`config.mk`:
```
export PLATFORM = sky130hd
export DESIGN_NAME = product_accumulator
export DESIGN_NICKNAME = d
export VERILOG_FILES = /design/src/rtl/product_accumulator.sv
export SDC_FILE = /design/constraint.sdc
export NUM_CORES = 1
export LEC_CHECK = 0
export BUFFER_PORTS_ARGS = -buffer_cell sky130_fd_sc_hd__buf_2
export CAP_MARGIN = 20
export CORE_MARGIN = 10
export CORE_UTILIZATION = 46
export CTS_CLUSTER_SIZE = 12
export DETAILED_ROUTE_END_ITERATION = 16
export GPL_ROUTABILITY_DRIVEN = 0
export PLACE_DENSITY = 0.68
export SYNTH_ARGS = -nofsm -noshare
export SYNTH_HDL_FRONTEND = slang
export SYNTH_SLANG_ARGS = --single-unit
```
`constraint.sdc`:
```
create_clock -name clk -period 4.3 [get_ports clk]
set_clock_uncertainty 0.05 [all_clocks]
set_input_delay 0.86 -clock clk [delete_from_list [all_inputs] [get_ports clk]]
set_output_delay 0.86 -clock clk [all_outputs]
set_load 0.02 [all_outputs]
```
`src/rtl/product_accumulator.sv`:
```
// product_accumulator: sums groups of N signed 2W-bit products; define PRODUCT_ACC_SATURATE_EN to clamp on overflow instead of wrapping.
// Latency: result is presented the cycle after the Nth accepted product; one group per N+1 cycles at best.
// Backpressure: in_ready drops while a result waits for out_ready; clear aborts the group and drops any pending result.
module product_accumulator #(
    parameter int W = 32,
    parameter int N = 4
) (
    input  logic                  clk,
    input  logic                  rst,
    input  logic                  clear,
    input  logic                  in_valid,
    output logic                  in_ready,
    input  logic signed [2*W-1:0] product,
    output logic                  out_valid,
    input  logic                  out_ready,
    output logic signed [2*W-1:0] result,
    output logic                  ovf
);
    localparam int AW = 2 * W;
    localparam int CW = $clog2(N + 1);
    localparam logic [CW-1:0] N_CNT = CW'(N);

    typedef enum logic [1:0] {
        IDLE,
        ACC,
        DONE
    } state_t;

    state_t               r_state;
    state_t               w_state_nxt;
    logic signed [AW-1:0] r_acc;
    logic [CW-1:0]        r_count;
    logic                 r_ovf;

    logic                 w_xfer;
    logic                 w_out_xfer;
    logic signed [AW-1:0] w_sum;
    logic signed [AW-1:0] w_acc_nxt;
    logic                 w_sum_ovf;
    logic [CW-1:0]        w_count_inc;

    assign w_sum       = r_acc + product;
    assign w_sum_ovf   = (r_acc[AW-1] == product[AW-1]) && (w_sum[AW-1] != r_acc[AW-1]);
    assign w_count_inc = r_count + 1'b1;

`ifdef PRODUCT_ACC_SATURATE_EN
    localparam logic signed [AW-1:0] SAT_POS = {1'b0, {(AW-1){1'b1}}};
    localparam logic signed [AW-1:0] SAT_NEG = {1'b1, {(AW-1){1'b0}}};

    // Overflow can only happen when both operands share a sign, so that sign picks the rail.
    assign w_acc_nxt = !w_sum_ovf ? w_sum : (r_acc[AW-1] ? SAT_NEG : SAT_POS);
`else
    assign w_acc_nxt = w_sum;
`endif

    always_ff @(posedge clk or posedge rst) begin
        if (rst) begin
            r_state <= IDLE;
        end else begin
            r_state <= w_state_nxt;
        end
    end

    always_comb begin
        w_state_nxt = r_state;
        in_ready    = 1'b0;
        out_valid   = 1'b0;
        w_xfer      = 1'b0;
        w_out_xfer  = 1'b0;
        case (r_state)
            IDLE: begin
                in_ready = 1'b1;
                w_xfer   = in_valid && !clear;
                if (w_xfer) begin
                    w_state_nxt = (N == 1) ? DONE : ACC;
                end
            end
            ACC: begin
                in_ready = 1'b1;
                w_xfer   = in_valid && !clear;
                if (w_xfer && (w_count_inc == N_CNT)) begin
                    w_state_nxt = DONE;
                end
            end
            DONE: begin
                out_valid  = 1'b1;
                w_out_xfer = out_ready;
                if (out_ready) begin
                    w_state_nxt = IDLE;
                end
            end
            default: begin
                w_state_nxt = IDLE;
            end
        endcase
        // clear overrides every other input, including a pending result
        if (clear) begin
            w_state_nxt = IDLE;
        end
    end

    always_ff @(posedge clk or posedge rst) begin
        if (rst) begin
            r_acc   <= '0;
            r_count <= '0;
            r_ovf   <= 1'b0;
        end else if (clear || w_out_xfer) begin
            r_acc   <= '0;
            r_count <= '0;
            r_ovf   <= 1'b0;
        end else if (w_xfer) begin
            if (r_state == IDLE) begin
                r_acc   <= product;
                r_count <= CW'(1);
                r_ovf   <= 1'b0;
            end else begin
                r_acc   <= w_acc_nxt;
                r_count <= w_count_inc;
                if (w_sum_ovf) begin
                    r_ovf <= 1'b1;
                end
            end
        end
    end

    assign result = r_acc;
    assign ovf    = r_ovf;

endmodule

```
* Word level (Yosys, flattened, before mapping)
Cells that the tools add are included.
** Word-level totals
- Register bits :: 70
- Input bits :: 69
- Word-level logic and storage cells :: 44
** Operators by class
- Add/sub/neg operators :: 2
- Equal/unequal tests :: 8
- Multiplexer cells :: 19
- Reductions and logical operators :: 11
** Operators with widths (count)
- 2-to-1 mux 64 bit :: 3
- adder 64 bit :: 1
- 2-to-1 mux 3 bit :: 3
- != test 3 bit, second input constant :: 3
- 2-to-1 mux 1 bit :: 8
- 2-to-1 mux 2 bit :: 4
- one-hot mux 2 bit (3 select lines) :: 1
- adder 3 x 1 -> 3 bit, second input constant :: 1
- equality test 3 bit, second input constant :: 1
- logical AND 1 bit :: 3
- AND reduction 3 bit :: 1
- nonzero test 3 bit :: 1
- equality test 2 x 1 -> 1 bit, second input constant :: 1
- equality test 2 bit, second input constant :: 1
- zero test 2 bit :: 1
- AND reduction 2 bit :: 1
- nonzero test 2 bit :: 1
- OR reduction 2 bit :: 1
- equality test 1 bit :: 1
- zero test 1 bit :: 1
- logical OR 1 bit :: 1
- != test 1 bit :: 1

* Longest topological paths before layout
Gate-level depths: netlist (run 1).
- Word-level depth :: 7
- Depth in mapped cells :: 14
- Depth with buffers taken out :: 14

* Worst setup path before layout (run 1)
No wires, ideal clock.
- Path type :: input-to-reg
- Start point :: in product[0]
- End point :: reg r_acc[40] (netlist: result[40])
- Library setup time :: 0.122 ns
- Arrival time :: 3.410 ns
- Data required time :: 4.128 ns
- Slack :: 0.718 ns
- Stages :: 14
- Path buffers :: 0
- Path through :: ha_1 -> inv_1 -> fa_1 -> nor2b_1 -> o31a_1 -> o31a_2 -> a211oi_2 -> o311a_1 -> o41a_4 -> o21ai_2 -> a311oi_2 -> xnor2_1 -> o221ai_1 -> nand2_1
** Between the ends
- Cells in the longest elaborated chain, start to end :: 4
** Ends and longest elaborated chain
- start, declared :: line 13 : input logic signed [2*W-1:0] product,
- adder 64 bit :: line 42 : assign w_sum = r_acc + product;
- 2-to-1 mux 64 bit :: line 112 : if (r_state == IDLE) begin
- 2-to-1 mux 64 bit :: line 111 : end else if (w_xfer) begin
- 2-to-1 mux 64 bit :: line 107 : end else if (clear || w_out_xfer) begin
- end signal, assigned :: line 113 : r_acc <= product;
- end signal, assigned :: line 117 : r_acc <= w_acc_nxt;
- end, declared :: line 31 : logic signed [AW-1:0] r_acc;
No other way between the ends. The select of a mux whose other input is x is not followed.
A chain may end at the register's enable or synchronous reset.

* Worst setup path after layout (run 1)
- Start point :: in product[0]
- End point :: reg r_acc[48] (netlist: result[48])
The elaborated chain is that of the path after synthesis.

==> results.json, run 1 <==
{
  "first_global_vias": 7039,
  "cts_resized": 0,
  "p_total_uw": 2820,
  "hold_violations": 0,
  "routedWlPerCell_um": 18.0,
  "track_usage": 0.209,
  "cp.required_ns": 4.49,
  "fin_crit_sh": 0.855,
  "die_y_um": 144,
  "synth_ff_type": "dfrtp_1",
  "fp.dieW_um": 144,
  "hold_class": "reg -> reg",
  "setup_violations": 0,
  "hold_start": "r_count[2]",
  "timing.rr.start": "result[0]",
  "p_clk_frac": 0.272,
  "synth_edf_count": 0,
  "final_common_cell": "nand2_1",
  "final_core_util": 0.539,
  "htreeDepth": 3,
  "tightest_slew_ns": 0.791,
  "drv_cap": 0,
  "period_needed_ns": 3.67,
  "syn_avg_cell_area_um2": 7.76,
  "holdWs_ns": 0.450,
  "cp-start-kind": "input port",
  "num_rows": 45,
  "antenna_cells": 0,
  "synth_area_mm2": 0.00703,
  "slew_headroom": 0.473,
  "swShare": 0.408,
  "cts_buffers": 9,
  "synth_area_leaders": "dfrtp_1 25%, ha_1 12%, nand2_1 8.7%, o221ai_1 7.0%, a21oi_1 6.1%",
  "grt_pass1_wl_um": 35500,
  "power.leakage_uw": 0.00409,
  "rsz0062_at_grt": "no",
  "cts_setup_buffers": 0,
  "synth_top_area_cell": "dfrtp_1",
  "clk_pin_slew_worst_paths_ns": 0.06,
  "synth_top_area_share": 0.249,
  "antenna_found_initial": 0,
  "wirelength_um": 21600,
  "initial_core_util": 0.466,
  "layout_common_cells": "162 x nand2_1, 135 x buf_2, 86 x a21oi_1",
  "status": "complete, no violations",
  "setup_tns_ns": 0,
  "grt_max_degree": 72,
  "ys_ff_latch": 70,
  "cp_max_fo": 4,
  "finish.net_count": 1144,
  "slew_violations": 0,
  "cts.sinks": 70,
  "die_area_mm2": 0.0206,
  "via_per_inst": 5.99,
  "power_density_mw_per_mm2": 347,
  "place_area_mm2": 0.00784,
  "peakVddDrop_mv": 0.199,
  "drtPass1Iterations": 5,
  "path_class": "in -> reg",
  "comb_power_share": 0.447,
  "critPathLaunch": "product[0]",
  "ys_async_sr_fraction": 1.00,
  "ant_nets": 0,
  "seq_area_frac_synth": 0.249,
  "overflow": 0,
  "dp_hpwl_um": 16200,
  "cts_root_buf": "clkbuf_16",
  "cts_tree": "done",
  "synth_cell_types": 70,
  "drtIter0Drc": 549,
  "intPower_uw": 1670,
  "port_buffers": 135,
  "final_area_mm2": 0.00813,
  "clock_latency_ns": 0.35,
  "area_growth_pct": 15.7,
  "power_frac_seq": 0.281,
  "coreArea_mm2": 0.0151,
  "vias": 7194,
  "cts-hold-fix-buffers": 0,
  "arrival_ns": 3.87,
  "yosys_warnings": 0,
  "drive_gt1_frac": 0.182,
  "switching_power_uw": 1150,
  "synth_cells": 905,
  "max_freq_mhz": 272,
  "ioPinCount": 136,
  "cts_buffer_depth": 2,
  "synth.net_count": 1040,
  "post-route-drc-count": 0,
  "end_kind": "register"
}
per-layer routing:
metal / wire (um) / vias to the layer above / share of wire / track usage
met5: 0 / - / 0 / 0
met4: 274 / 0 / 0.013 / 0.0591
met3: 1210 / 21 / 0.056 / 0.0403
met2: 10000 / 205 / 0.46 / 0.334
met1: 10100 / 3422 / 0.47 / 0.280
li1: - / 3546 / - / -
power groups by stage:
stage                     registers [uW]  clock network [uW]  logic [uW]
after floorplan                      874                   0         834
after global placement               801                   0        1250
after detailed placement             803                   0        1250
after CTS                            792                 784        1260
after global routing                 803                 813        1400
final                                792                 769        1260
per-stage QoR:
step / cells / worst slack (ns)
finish: 1202 / 0.625
global route: 1202 / 0.374
CTS: 1202 / 0.591
detailed placement: 1186 / 0.270
global placement: 1186 / 0.307
floorplan: 905 / 0.718
worst paths after layout:
path / end / slack [ns] / depth (start not counted)
worst min register to register: r_count[2] / 0.45 / 2
worst max-delay path: result[48] / 0.63 / 15
min in group asynchronous: result[24] / 0.52 / 3
worst max register to register: result[48] / 0.85 / 14
worst min-delay path: r_count[2] / 0.45 / 2
max in group asynchronous: r_state[0] / 3.12 / 3
flip-flops by register name (all words and copies together) (netlist names):
register / flops
result: 64
r_count: 3
r_state: 2
ovf: 1
cells in the mapped netlist, drive strengths merged (3+ instances only):
cell	instances
o221ai	56
clkbuf	45
a31oi	7
o21ai	54
nand4	24
inv	29
o21a	9
nand2	162
o211ai	6
and3	6
a2111oi	3
o31ai	7
a21o	29
and2	4
a211oi	10
nor2b	8
mux2	3
dfrtp	70
nor3	9
nor4	7
o21bai	17
xor2	22
xnor2	34
a22o	4
or2	3
ha	65
a21boi	3
nand2b	10
or3	4
buf	8
a21oi	88
nor2	55
nand3	11
layout make-up:
class | instances | area [um^2]
fillers | 1525 | 6960
multi-input cells | 753 | 4980
flip-flops and latches | 70 | 1750
repair buffers | 146 | 758
clock buffers | 11 | 243
well taps | 188 | 235
inverters | 29 | 109
clock inverters | 5 | 50.0
cells by family after synthesis:
family,after synthesis,share of synthesized area
multiplexers,5,0.00766
XOR/XNOR,56,0.0698
flip-flops,70,0.249
buffers and inverters,82,0.0451
adder cells (fa/ha/maj),66,0.119
AO/OA/AOI/OAI,312,0.306
AND/OR/NAND/NOR,314,0.204
critical path, stage by stage:
cell and delay (ns):
buf_2 0.11, ha_1 0.20, inv_1 0.07, fa_1 0.21, nor2b_1 0.07, o31a_1 0.29
o311ai_1 0.33, nand3_1 0.19, a32oi_1 0.35, nand2_1 0.13, a31oi_1 0.46, o21bai_1 0.18
xnor2_1 0.16, a21oi_1 0.08, a21o_1 0.17
(Power assumes the default switching activity.)
==> run 2, diff against run 1 <==
Settings changed: ABC_AREA from default to 0, RECOVER_POWER from default to 100.
==> results.json, run 2 (synthesis gave the netlist of run 1 again) <==
{
  "status": "complete, but fails checks",
  "violations": "max-capacitance violations, max-slew violations",
  "die_area_mm2": 0.0206,
  "final_common_cell": "nand2_1",
  "drtPass1Iterations": 6,
  "hold_violations": 0,
  "power_density_mw_per_mm2": 349,
  "cts_buffer_depth": 2,
  "vias": 7148,
  "fillers": 1573,
  "intPower_uw": 1650,
  "crit_family": "compound AO/OA/AOI/OAI gates",
  "setup_violations": 0,
  "rsz0062_at_grt": "no",
  "reg2regPathDepth": 14,
  "wirelength_um": 21600,
  "p_clk_frac": 0.275,
  "r2r_end": "result[40]",
  "initial_core_util": 0.466,
  "path_depth": 15,
  "path_cells": "buf_2, ha_1, inv_1, fa_1, nor2b_1, o31a_1, o31a_2, a211oi_2, o311a_1, o41a_2, o21ai_0, a311oi_2, xnor2_1, o221ai_1, nand2_1",
  "cts_tree": "done",
  "critPathLaunch": "product[0]",
  "htreeDepth": 3,
  "grt_max_degree": 72,
  "layout_common_cells": "162 x nand2_1, 87 x a21oi_1, 72 x clkbuf_1",
  "swShare": 0.410,
  "switching_power_uw": 1150,
  "port_buffers": 135,
  "max_freq_mhz": 257,
  "end_kind": "register",
  "path_class": "in -> reg",
  "final_core_util": 0.530,
  "cts-hold-fix-buffers": 0,
  "drive_gt1_frac": 0.106,
  "r2r_slack_ns": 0.62,
  "crit_end": "result[40]",
  "clock_latency_ns": 0.35,
  "period_needed_ns": 3.90,
  "num_rows": 45,
  "cts_resized": 0,
  "grt_pass1_wl_um": 35500,
  "timing.rr.start": "result[0]",
  "cp_max_fo": 4,
  "post-route-drc-count": 0,
  "die_y_um": 144,
  "coreArea_mm2": 0.0151,
  "via_per_inst": 5.95,
  "slew_headroom": -0.718,
  "power.leakage_uw": 0.00382,
  "ioPinCount": 136,
  "critPathSlowestCell": "o41a_2",
  "arrival_ns": 4.07,
  "power_frac_seq": 0.284,
  "antenna_found_initial": 0,
  "peakVddDrop_mv": 0.198,
  "comb_power_share": 0.441,
  "first_global_vias": 7039,
  "cts.sinks": 70,
  "clk_pin_slew_worst_paths_ns": 0.06,
  "overflow": 0,
  "timing.critical_path.buf_inv": 2,
  "routedWlPerCell_um": 17.9,
  "ant_nets": 0,
  "area_growth_pct": 13.8,
  "largest_reg_flops": 64,
  "critPathMaxStageDelay_ns": 0.49,
  "cts_buffers": 9,
  "antenna_cells": 0,
  "track_usage": 0.209,
  "fin_crit_sh": 0.906,
  "cp-start-kind": "input port",
  "cts_setup_buffers": 0,
  "setup_tns_ns": 0,
  "hold_class": "reg -> reg",
  "dp_hpwl_um": 16200,
  "slew_violations": 144,
  "cp.required_ns": 4.47,
  "finish.net_count": 1144,
  "drtIter0Drc": 527,
  "tightest_slew_ns": 2.58,
  "fp.dieW_um": 144,
  "cts_root_buf": "clkbuf_16",
  "drv_cap": 3
}
run 2: metrics by stage:
step / setup WS, ns / cells / hold WS (ns) / cell area, um^2 / total power (uW)
floorplan: 0.718 / 905 / 0.399 / 7030 / 1710
CTS: 0.591 / 1202 / 0.453 / 8130 / 2830
global route: 0.199 / 1202 / 0.482 / 8000 / 2990
global placement: 0.307 / 1186 / 0.416 / 7840 / 2050
finish: 0.402 / 1202 / 0.447 / 8000 / 2790
detailed placement: 0.270 / 1186 / 0.440 / 7840 / 2050
run 2: metal layers:
metal  wire length [um]  GRT usage  part of all wire  vias to the layer above
li1                   -          -                 -                     3555
met1              10200      0.280              0.47                     3393
met2              10000      0.334              0.47                      181
met3               1110     0.0403             0.051                       19
met4                259     0.0591             0.012                        0
met5                  0          0                 0                        -
run 2: worst min-delay path by stage:
stage | end | slack [ns] | cells after the start | start
finish | r_count[2] | 0.45 | 2 | r_count[2]
floorplan | r_count[2] | 0.40 | 2 | r_count[2]
detailed placement | result[28] | 0.44 | 2 | result[28]
global route | result[13] | 0.48 | 2 | result[13]
global placement | r_count[2] | 0.42 | 2 | r_count[2]
CTS | result[28] | 0.45 | 2 | result[28]
run 2: final cells by class:
cell class,instances,area [um^2],share of cell area
clock inverters,5,50.0,0.00626
clock buffers,11,243,0.0304
multi-input cells,753,4950,0.619
repair buffers,146,657,0.0821
inverters,29,109,0.0136
flip-flops and latches,70,1750,0.219
well taps,188,235,0.0294
run 2: worst reg2reg max path, cell delays in order (launching register included):
cell	delay [ns]
dfrtp_1	0.37
ha_1	0.18
inv_1	0.06
fa_1	0.41
nor2b_1	0.17
o31a_1	0.22
o31a_2	0.19
a211oi_2	0.08
o311a_1	0.43
o41a_2	0.49
o21ai_0	0.37
a311oi_2	0.16
xnor2_1	0.14
o221ai_1	0.15
nand2_1	0.09
run 2: power by group through the flow:
stage | registers (uW) | clock network (uW) | logic [uW]
final | 794 | 767 | 1230
after global routing | 805 | 813 | 1370
after CTS | 792 | 784 | 1260
after detailed placement | 803 | 0 | 1250
after global placement | 801 | 0 | 1250
after floorplan | 874 | 0 | 834
==> run 3, diff against run 2 <==
Settings changed: CORE_UTILIZATION 46 to 40, PLACE_DENSITY 0.68 to default.
==> results.json, run 3 (synthesis gave the netlist of run 1 again) <==
{
  "die_y_um": 153,
  "antenna_found_initial": 0,
  "rsz0062_at_grt": "no",
  "clk_pin_slew_worst_paths_ns": 0.06,
  "cp_max_fo": 4,
  "drv_cap": 0,
  "track_usage": 0.186,
  "dp_hpwl_um": 17000,
  "drive_gt1_frac": 0.100,
  "cts_buffer_depth": 2,
  "via_per_inst": 5.70,
  "drtIter0Drc": 504,
  "antenna_cells": 0,
  "post-route-drc-count": 0,
  "status": "complete, no violations",
  "peakVddDrop_mv": 0.196,
  "layout_common_cells": "162 x nand2_1, 87 x a21oi_1, 75 x clkbuf_1",
  "die_area_mm2": 0.0233,
  "drtPass1Iterations": 5,
  "comb_power_share": 0.426,
  "intPower_uw": 1740,
  "cts_root_buf": "clkbuf_16",
  "fp.dieW_um": 153,
  "routedWlPerCell_um": 18.0,
  "cts_tree": "done",
  "wirelength_um": 22300,
  "grt_max_degree": 69,
  "ioPinCount": 136,
  "cts_buffers": 9,
  "p_total_uw": 2900,
  "initial_core_util": 0.408,
  "cts-hold-fix-buffers": 0,
  "setup_tns_ns": 0,
  "setup_violations": 0,
  "path_class": "in -> reg",
  "end_kind": "register",
  "overflow": 0,
  "cts_resized": 0,
  "final_common_cell": "nand2_1",
  "swShare": 0.399,
  "num_rows": 48,
  "cts_setup_buffers": 0,
  "cp.required_ns": 4.53,
  "cts.sinks": 70,
  "max_freq_mhz": 259,
  "power_density_mw_per_mm2": 359,
  "hold_class": "reg -> reg",
  "slew_headroom": 0.0297,
  "largest_reg_flops": 64,
  "power.leakage_uw": 0.00383,
  "grt_pass1_wl_um": 36700,
  "slew_violations": 0,
  "period_needed_ns": 3.86,
  "fin_crit_sh": 0.899,
  "tightest_slew_ns": 1.46,
  "switching_power_uw": 1160,
  "hold_violations": 0,
  "power_frac_seq": 0.273,
  "arrival_ns": 4.09,
  "finish.net_count": 1145,
  "vias": 7072,
  "ant_nets": 0,
  "area_growth_pct": 15.1,
  "coreArea_mm2": 0.0172,
  "clock_latency_ns": 0.35,
  "htreeDepth": 3,
  "first_global_vias": 7049,
  "p_clk_frac": 0.300,
  "port_buffers": 135,
  "cp-start-kind": "input port"
}
[run 3: worst paths after layout]
kind / cells after the start / slack [ns] / from / endpoint
worst min-delay path: 2 / 0.45 / r_count[2] / r_count[2]
worst min register to register: 2 / 0.45 / r_count[2] / r_count[2]
max in group asynchronous: 3 / 1.59 / rst / result[59]
worst max-delay path: 15 / 0.44 / product[0] / result[58]
min in group asynchronous: 2 / 0.77 / rst / result[18]
worst max register to register: 14 / 0.66 / result[0] / result[58]
[run 3: area by class of cell]
type / count / area [um^2]
multi-input cells: 753 / 4940
fillers: 1774 / 9150
repair buffers: 147 / 671
clock buffers: 13 / 270
flip-flops and latches: 70 / 1750
well taps: 225 / 282
clock inverters: 3 / 65.1
inverters: 29 / 109
[run 3: critical path: stages]
cell and delay [ns]:
buf_2 0.11, ha_1 0.20, inv_1 0.07, fa_1 0.21, nor2b_1 0.07, o31a_1 0.29
o311ai_0 0.53, nand3_1 0.26, a32oi_1 0.40, a21oi_1 0.18, a21oi_1 0.29, a31o_2 0.27
xnor2_1 0.13, o221ai_1 0.11, nand2_1 0.13
[run 3: routing by layer]
metal,track usage,part of all wire,up-vias,wire length [um]
met3,0.0435,0.048,26,1080
met1,0.242,0.48,3320,10700
met5,0,0,-,0
met4,0.0500,0.016,0,357
met2,0.302,0.46,164,10200
li1,-,-,3562,-
[run 3: power by group through the flow]
stage	Sequential, uW	Clock [uW]	Combinational (uW)
final	793	871	1240
after global routing	803	919	1370
after CTS	791	891	1270
after detailed placement	802	0	1260
after global placement	801	0	1260
after floorplan	874	0	834
[run 3: stage by stage]
step                       util  hold WS (ns)  cells  setup slack [ns]  area [um^2]
final                     0.469         0.448   1240             0.436         8090
after detailed placement  0.459         0.440   1224             0.286         7900
after global placement    0.459         0.419   1224             0.262         7900
after CTS                 0.478         0.453   1240             0.641         8240
after global routing      0.469         0.476   1240             0.226         8090
after floorplan               -         0.399    905             0.718         7030
